$ cat src/rtl/vga_obj_pkg.sv
`default_nettype none
// ============================================================================
// Module   : vga_obj_pkg
// Purpose  : Shared screen geometry, scheduler state codes and the bounds
//            record used by the box-object layer.
// Revision : 1.0 - initial release
// ============================================================================
package vga_obj_pkg;

  localparam int WIDTH  = 640;
  localparam int HEIGHT = 480;

  // Stored bound widths: one bit wider than the coordinates so sums never wrap
  localparam int c_bx_w = 11;
  localparam int c_by_w = 10;

  localparam logic [1:0] c_idle   = 2'd0;
  localparam logic [1:0] c_sample = 2'd1;
  localparam logic [1:0] c_calc   = 2'd2;
  localparam logic [1:0] c_commit = 2'd3;

  typedef struct packed {
    logic [c_bx_w-1:0] left;
    logic [c_bx_w-1:0] right;
    logic [c_by_w-1:0] top;
    logic [c_by_w-1:0] bottom;
  } obj_bounds_t;

endpackage
`default_nettype wire

$ cat src/rtl/vga_obj_bounds.sv
`default_nettype none
// ============================================================================
// Module   : vga_obj_bounds
// Purpose  : Combinational clamped screen bounds for one box object.
// Revision : 1.0 - initial release
// ============================================================================
module vga_obj_bounds
  import vga_obj_pkg::*;
#(
  parameter int X_W    = 10,
  parameter int Y_W    = 9,
  parameter int SIZE_W = 6
) (
  input  logic [X_W-1:0]    i_cx,
  input  logic [Y_W-1:0]    i_cy,
  input  logic [SIZE_W-1:0] i_half,
  input  logic              i_scale,
  output obj_bounds_t       o_bounds
);

  logic [SIZE_W-1:0] w_h;
  logic [X_W:0]      w_cx;
  logic [X_W:0]      w_hx;
  logic [X_W:0]      w_x_lo;
  logic [X_W:0]      w_x_hi;
  logic [Y_W:0]      w_cy;
  logic [Y_W:0]      w_hy;
  logic [Y_W:0]      w_y_lo;
  logic [Y_W:0]      w_y_hi;

  always_comb begin
    w_h    = i_scale ? (i_half >> 1) : i_half;
    w_cx   = {1'b0, i_cx};
    w_hx   = (X_W+1)'(w_h);
    w_cy   = {1'b0, i_cy};
    w_hy   = (Y_W+1)'(w_h);
    // Low edge saturates at zero; high edge saturates at the last visible line
    w_x_lo = (w_cx < w_hx) ? '0 : (w_cx - w_hx);
    w_x_hi = w_cx + w_hx;
    if (w_x_hi > (X_W+1)'(WIDTH - 1)) w_x_hi = (X_W+1)'(WIDTH - 1);
    w_y_lo = (w_cy < w_hy) ? '0 : (w_cy - w_hy);
    w_y_hi = w_cy + w_hy;
    if (w_y_hi > (Y_W+1)'(HEIGHT - 1)) w_y_hi = (Y_W+1)'(HEIGHT - 1);

    o_bounds.left   = c_bx_w'(w_x_lo);
    o_bounds.right  = c_bx_w'(w_x_hi);
    o_bounds.top    = c_by_w'(w_y_lo);
    o_bounds.bottom = c_by_w'(w_y_hi);
  end

endmodule
`default_nettype wire

$ cat src/rtl/vga_object_scheduler.sv
`default_nettype none
// ============================================================================
// Module   : vga_object_scheduler
// Purpose  : Frame-synchronous snapshot / bounds / commit of box objects and
//            registered fixed-priority pixel hit test.
//            Optional: VGA_OBJ_SCALE_EN halves box sizes when game_state==3.
// Revision : 1.0 - initial release
// ============================================================================
module vga_object_scheduler
  import vga_obj_pkg::*;
#(
  parameter  int N_OBJ  = 4,
  parameter  int X_W    = 10,
  parameter  int Y_W    = 9,
  parameter  int SIZE_W = 6,
  localparam int IDX_W  = (N_OBJ > 1) ? $clog2(N_OBJ) : 1
) (
  input  logic                    clk_25mHz,
  input  logic                    reset,
  input  logic                    screenEnd,
  input  logic [31:0]             game_state,
  input  logic [N_OBJ*X_W-1:0]    obj_x,
  input  logic [N_OBJ*Y_W-1:0]    obj_y,
  input  logic [N_OBJ*SIZE_W-1:0] obj_half,
  input  logic [N_OBJ-1:0]        obj_en,
  input  logic [X_W-1:0]          x,
  input  logic [Y_W-1:0]          y,
  input  logic                    active,
  output logic                    hit,
  output logic [IDX_W-1:0]        hit_idx,
  output logic                    busy,
  output logic                    commit,
  output logic                    missed,
  output logic [15:0]             frame_count
);

  logic [1:0]              r_state;
  logic                    r_se_d;
  logic [IDX_W-1:0]        r_idx;
  logic [N_OBJ*X_W-1:0]    r_snap_x;
  logic [N_OBJ*Y_W-1:0]    r_snap_y;
  logic [N_OBJ*SIZE_W-1:0] r_snap_half;
  logic [N_OBJ-1:0]        r_snap_en;
  logic                    r_snap_gs_ok;
  obj_bounds_t             r_shadow [N_OBJ];
  obj_bounds_t             r_live   [N_OBJ];
  logic [N_OBJ-1:0]        r_live_en;
  logic                    r_live_gs_ok;
  logic                    r_missed;
  logic [15:0]             r_frame_count;
  logic                    r_hit;
  logic [IDX_W-1:0]        r_hit_idx;

  logic                    w_rise;
  logic [X_W-1:0]          w_cx;
  logic [Y_W-1:0]          w_cy;
  logic [SIZE_W-1:0]       w_half;
  logic                    w_scale;
  obj_bounds_t             w_bounds;
  logic [N_OBJ-1:0]        w_match;
  logic                    w_any;
  logic [IDX_W-1:0]        w_win;
  logic                    w_hit_next;
  logic                    w_unused_gs;

  assign w_rise      = screenEnd & ~r_se_d;
  assign w_unused_gs = &{1'b0, game_state};

`ifdef VGA_OBJ_SCALE_EN
  logic r_snap_gs3;

  always_ff @(posedge clk_25mHz or negedge reset) begin
    if (!reset)                   r_snap_gs3 <= 1'b0;
    else if (r_state == c_sample) r_snap_gs3 <= (game_state == 32'd3);
  end

  assign w_scale = r_snap_gs3;
`else
  assign w_scale = 1'b0;
`endif

  // One bounds unit, time-shared across objects by r_idx
  always_comb begin
    w_cx   = '0;
    w_cy   = '0;
    w_half = '0;
    for (int i = 0; i < N_OBJ; i++) begin
      if (r_idx == IDX_W'(i)) begin
        w_cx   = r_snap_x[i*X_W +: X_W];
        w_cy   = r_snap_y[i*Y_W +: Y_W];
        w_half = r_snap_half[i*SIZE_W +: SIZE_W];
      end
    end
  end

  vga_obj_bounds #(
    .X_W    (X_W),
    .Y_W    (Y_W),
    .SIZE_W (SIZE_W)
  ) u_bounds (
    .i_cx     (w_cx),
    .i_cy     (w_cy),
    .i_half   (w_half),
    .i_scale  (w_scale),
    .o_bounds (w_bounds)
  );

  always_ff @(posedge clk_25mHz or negedge reset) begin
    if (!reset) begin
      r_state       <= c_idle;
      r_se_d        <= 1'b0;
      r_idx         <= '0;
      r_snap_x      <= '0;
      r_snap_y      <= '0;
      r_snap_half   <= '0;
      r_snap_en     <= '0;
      r_snap_gs_ok  <= 1'b0;
      r_live_en     <= '0;
      r_live_gs_ok  <= 1'b0;
      r_missed      <= 1'b0;
      r_frame_count <= '0;
      for (int i = 0; i < N_OBJ; i++) begin
        r_shadow[i] <= '0;
        r_live[i]   <= '0;
      end
    end else begin
      r_se_d <= screenEnd;
      if (w_rise && (r_state != c_idle)) r_missed <= 1'b1;
      case (r_state)
        c_idle: begin
          if (w_rise) r_state <= c_sample;
        end
        c_sample: begin
          r_snap_x     <= obj_x;
          r_snap_y     <= obj_y;
          r_snap_half  <= obj_half;
          r_snap_en    <= obj_en;
          r_snap_gs_ok <= |game_state[1:0];
          r_idx        <= '0;
          r_state      <= c_calc;
        end
        c_calc: begin
          for (int i = 0; i < N_OBJ; i++) begin
            if (r_idx == IDX_W'(i)) r_shadow[i] <= w_bounds;
          end
          r_idx <= r_idx + IDX_W'(1);
          if (r_idx == IDX_W'(N_OBJ - 1)) r_state <= c_commit;
        end
        c_commit: begin
          // Whole bank swaps in one edge so a frame never mixes old and new
          r_live        <= r_shadow;
          r_live_en     <= r_snap_en;
          r_live_gs_ok  <= r_snap_gs_ok;
          r_frame_count <= r_frame_count + 16'd1;
          r_state       <= c_idle;
        end
        default: r_state <= c_idle;
      endcase
    end
  end

  generate
    for (genvar g = 0; g < N_OBJ; g++) begin : g_match
      assign w_match[g] = r_live_en[g]
                        && (r_live[g].left < c_bx_w'(x)) && (c_bx_w'(x) < r_live[g].right)
                        && (r_live[g].top  < c_by_w'(y)) && (c_by_w'(y) < r_live[g].bottom);
    end
  endgenerate

  // Ascending scan so the highest matching index wins
  always_comb begin
    w_any = 1'b0;
    w_win = '0;
    for (int i = 0; i < N_OBJ; i++) begin
      if (w_match[i]) begin
        w_any = 1'b1;
        w_win = IDX_W'(i);
      end
    end
  end

  assign w_hit_next = active & r_live_gs_ok & w_any;

  always_ff @(posedge clk_25mHz or negedge reset) begin
    if (!reset) begin
      r_hit     <= 1'b0;
      r_hit_idx <= '0;
    end else begin
      r_hit     <= w_hit_next;
      r_hit_idx <= w_hit_next ? w_win : '0;
    end
  end

  assign hit         = r_hit;
  assign hit_idx     = r_hit_idx;
  assign busy        = (r_state != c_idle);
  assign commit      = (r_state == c_commit);
  assign missed      = r_missed;
  assign frame_count = r_frame_count;

endmodule
`default_nettype wire

$ cat config.mk
export PLATFORM = sky130hd
export DESIGN_NAME = vga_object_scheduler
export DESIGN_NICKNAME = d
export VERILOG_FILES = /design/src/rtl/vga_obj_pkg.sv /design/src/rtl/vga_obj_bounds.sv /design/src/rtl/vga_object_scheduler.sv
export SDC_FILE = /design/constraint.sdc
export NUM_CORES = 1
export LEC_CHECK = 0
export BUFFER_PORTS_ARGS = -buffer_cell sky130_fd_sc_hd__buf_2
export CAP_MARGIN = 0
export CORE_MARGIN = 2
export CORE_UTILIZATION = 50
export CTS_CLUSTER_SIZE = 30
export DETAILED_ROUTE_END_ITERATION = 16
export GPL_TIMING_DRIVEN = 0
export HOLD_SLACK_MARGIN = 0.06
export PLACE_DENSITY = 0.77
export SLEW_MARGIN = 20
export SYNTH_ARGS = -nofsm -noshare
export SYNTH_HDL_FRONTEND = slang
export SYNTH_SLANG_ARGS = --single-unit
$ cat constraint.sdc
create_clock -name clk_25mHz -period 4 [get_ports clk_25mHz]
set_clock_uncertainty 0.15 [all_clocks]
set_input_delay 0.8 -clock clk_25mHz [delete_from_list [all_inputs] [get_ports clk_25mHz]]
set_output_delay 0.8 -clock clk_25mHz [all_outputs]
set_load 0.1 [all_outputs]
==> metrics.txt <==
setup violators final 1; CTS tree built; FMAX around 250 MHz; critical path endpoint category flop; vias 17500; Tightest Hold Check Type in -> reg; top_reg_cell synth dfrtp_1; CTS Sinks 471; RSZ-0062 raised after global routing yes; Critical Path RT approximately 4.3 ns; gp weighted congestion between 0.9 and 1; initial core utilization 0.505; failing checks setup timing; DP Wirelength between 40000 and 50000 um; clk root buf clkbuf_16; asr flop ratio synth 1.00; placed cell count a little under 3000; largest net degree at the start of global routing 99; DP Worst Slack -1.26 ns; total CTS buffers between 40 and 50; post-synth net total 2472; CTS HTree Levels 2; Least-Margin Pin Slew roughly 1.1 ns; Die X between 200 and 250 um; max cap viols 0; vias per cell 5.82; Post-route DRC 0; EDFF count, synth 0; dpl cell area between 20000 and 25000 um2; chip height 218 um; grt ovf 0; Ports 181; gr usage total 0.275; run status complete, but fails checks; non-filler cells in the finished layout between 3000 and 4000; clk_lat worst skew about 0.61 ns; core area around 45000 um2; 1st-iter DRT viols approximately 1400; cell area after synthesis 22800 um2; CP Data Arrival Time between 4 and 5 ns; Port Buf Inserts 150; Reg clk slew, reported paths roughly 0.060 ns; final instance area 26900 um2; Seq/Total Area, Yosys 0.517; site row count approximately 80; vias in the first global route between 15000 and 20000; Synth Area per Inst 10.7 um2; Rel. slew slack 0.243; Die ar. around 47000 um2; final hold viol count 0; Slew Limit Fails 0; worst setup margin -0.00613 ns; first-pass iteration count of the detailed router 6; critical setup path kind reg -> reg; routed wire length between 60000 and 70000 um; crit-path max FO 19; Syn-to-layout area delta 17.8%; wire per inst between 20 and 25 um; global-route wire length before repair around 100000 um; initial antenna violation count 5; number of synthesized register bits approximately 470; Nets approximately 2700; startpoint types flop; Tmin final about 4 ns; fillers between 3000 and 4000; post-route ant nets 0; Synth cell types 65; cell count after synthesis between 2000 and 2500; YS warnings 0; final period utilization 1.00; CTS max path bufs 3; share of cells above drive strength 1 0.239
## layout by cell type (no fill, tap or decap), types with 6 or more instances in the layout
master / synthesis / layout
clkbuf_8: 0 / 15
a211oi_1: 18 / 14
inv_1: 105 / 103
nand2b_1: 31 / 30
mux2_2: 220 / 220
a21oi_4: 0 / 6
nand4b_1: 6 / 6
o21a_1: 9 / 9
nand4_1: 11 / 11
bufinv_16: 0 / 6
a22o_1: 16 / 16
nor3_1: 11 / 9
clkinv_2: 0 / 11
xnor2_1: 21 / 21
buf_2: 6 / 150
a31oi_1: 19 / 15
and2_1: 15 / 15
ha_1: 169 / 159
clkbuf_1: 86 / 79
a21o_1: 19 / 18
o21ai_0: 134 / 128
buf_4: 0 / 24
nor2_1: 126 / 124
a21oi_2: 2 / 11
nand2_1: 264 / 259
a2111oi_0: 6 / 6
o21bai_1: 10 / 10
xor2_1: 10 / 10
a21oi_1: 130 / 115
dfrtp_1: 471 / 471
nor2b_1: 15 / 15
nand3_1: 27 / 24
clkbuf_16: 0 / 49
o21ai_1: 97 / 99
## path summary, 6_finish.rpt
check | cells after the start | slack, ns | end | startpoint
hold reg to reg | 1 | 0.32 | frame_count[15]$_DFFE_PN0P_ | frame_count[15]$_DFFE_PN0P_
setup / recovery | 16 | -0.006 | r_shadow[109]$_DFFE_PN0P_ | r_idx[1]$_DFFE_PN0P_
setup reg to reg | 16 | -0.006 | r_shadow[109]$_DFFE_PN0P_ | r_idx[1]$_DFFE_PN0P_
min in group asynchronous | 2 | 0.60 | frame_count[11]$_DFFE_PN0P_ | reset
max in group asynchronous | 6 | 0.97 | r_snap_half[13]$_DFFE_PN0N_ | reset
hold / removal | 1 | 0.17 | r_se_d$_DFF_PN0_ | screenEnd
## state kept, by name, indices dropped and copies added (netlist names)
signal and cells:
hit_idx 2, r_snap_en 4, missed 1, r_se_d 1
frame_count 16, r_live_en 4, hit 1, r_state 2
r_shadow 168, r_idx 2, r_live 168, r_snap_y 36
r_live_gs_ok 1, r_snap_gs_ok 1, r_snap_x 40, r_snap_half 24
## layer usage
metal  track usage  share of wire  wire (um)
met1         0.363           0.41      26400
met2         0.456           0.48      30900
met3        0.0495          0.073       4710
met4        0.0979          0.034       2190
met5             0        0.00059         38
## kinds of logic after synthesis
family / Yosys count / share of synthesized area
simple gates: 531 / 0.103
compound gates: 498 / 0.127
flops: 471 / 0.517
mux: 225 / 0.111
buf+inv: 211 / 0.0350
fa+ha+maj: 173 / 0.0962
xor+xnor: 31 / 0.0119
## through the flow
| step | utilization | hold slack (ns) | setup TNS, ns |
|---|---|---|---|
| 2_1_floorplan | - | 0.294 | 0 |
| 3_3_place_gp | 0.539 | 0.306 | -3423.18 |
| 6_report | 0.595 | 0.173 | -0.00613 |
| 3_5_place_dp | 0.542 | 0.314 | -114.85 |
| 4_1_cts | 0.589 | 0.157 | 0 |
| 5_1_grt | 0.595 | 0.170 | -0.753 |
## Yosys cell counts, drive strengths merged (21+ instances only)
| cell type | number | area share |
|---|---|---|
| nor2 | 126 | 0.021 |
| inv | 108 | 0.018 |
| nand2b | 31 | 0.0085 |
| o21ai | 231 | 0.051 |
| a21oi | 132 | 0.029 |
| nand3 | 27 | 0.0059 |
| dfrtp | 471 | 0.52 |
| clkbuf | 86 | 0.014 |
| mux2 | 220 | 0.11 |
| ha | 169 | 0.093 |
| nand2 | 264 | 0.043 |
| xnor2 | 21 | 0.0081 |
## critical path, cell delays in order (launching register included)
cell	delay (ns)
dfrtp_1	0.41
buf_4	0.16
ha_4	0.18
buf_12	0.16
clkbuf_8	0.17
a21oi_1	0.16
nor2_1	0.07
a21o_1	0.18
ha_4	0.17
fa_2	0.34
a211o_1	0.28
a31o_1	0.26
a21oi_4	0.23
nand3_4	0.14
mux2i_4	0.29
a21oi_4	0.39
o21ai_1	0.10
## layout make-up
class	count	area, um2	share of cell area
tap	600	751	0.0279
inverter	108	405	0.0151
multi-input combinational	1458	10600	0.396
clock buffer	68	1440	0.0535
sequential	471	11800	0.438
buffer	93	459	0.0171
antenna	2	5.00	0.000186
timing repair buffer	178	1090	0.0405
clock inverter	24	305	0.0114
## what timing repair did
| item | 4_1_cts | 5_1_grt |
|---|---|---|
| gates resized for setup | 69 | 54 |
| hold buffers | 1 | 0 |
| hold endpoints to repair | 26 | 0 |
| gates cloned | 1 | 0 |
| pin swaps | 11 | 23 |
| buffers inserted | 9 | 12 |
| setup endpoints to repair | 160 | 128 |
Power is left out: the tool's default activity adds up to more than one toggle a clock period on the data nets, which glitch-free logic cannot reach.
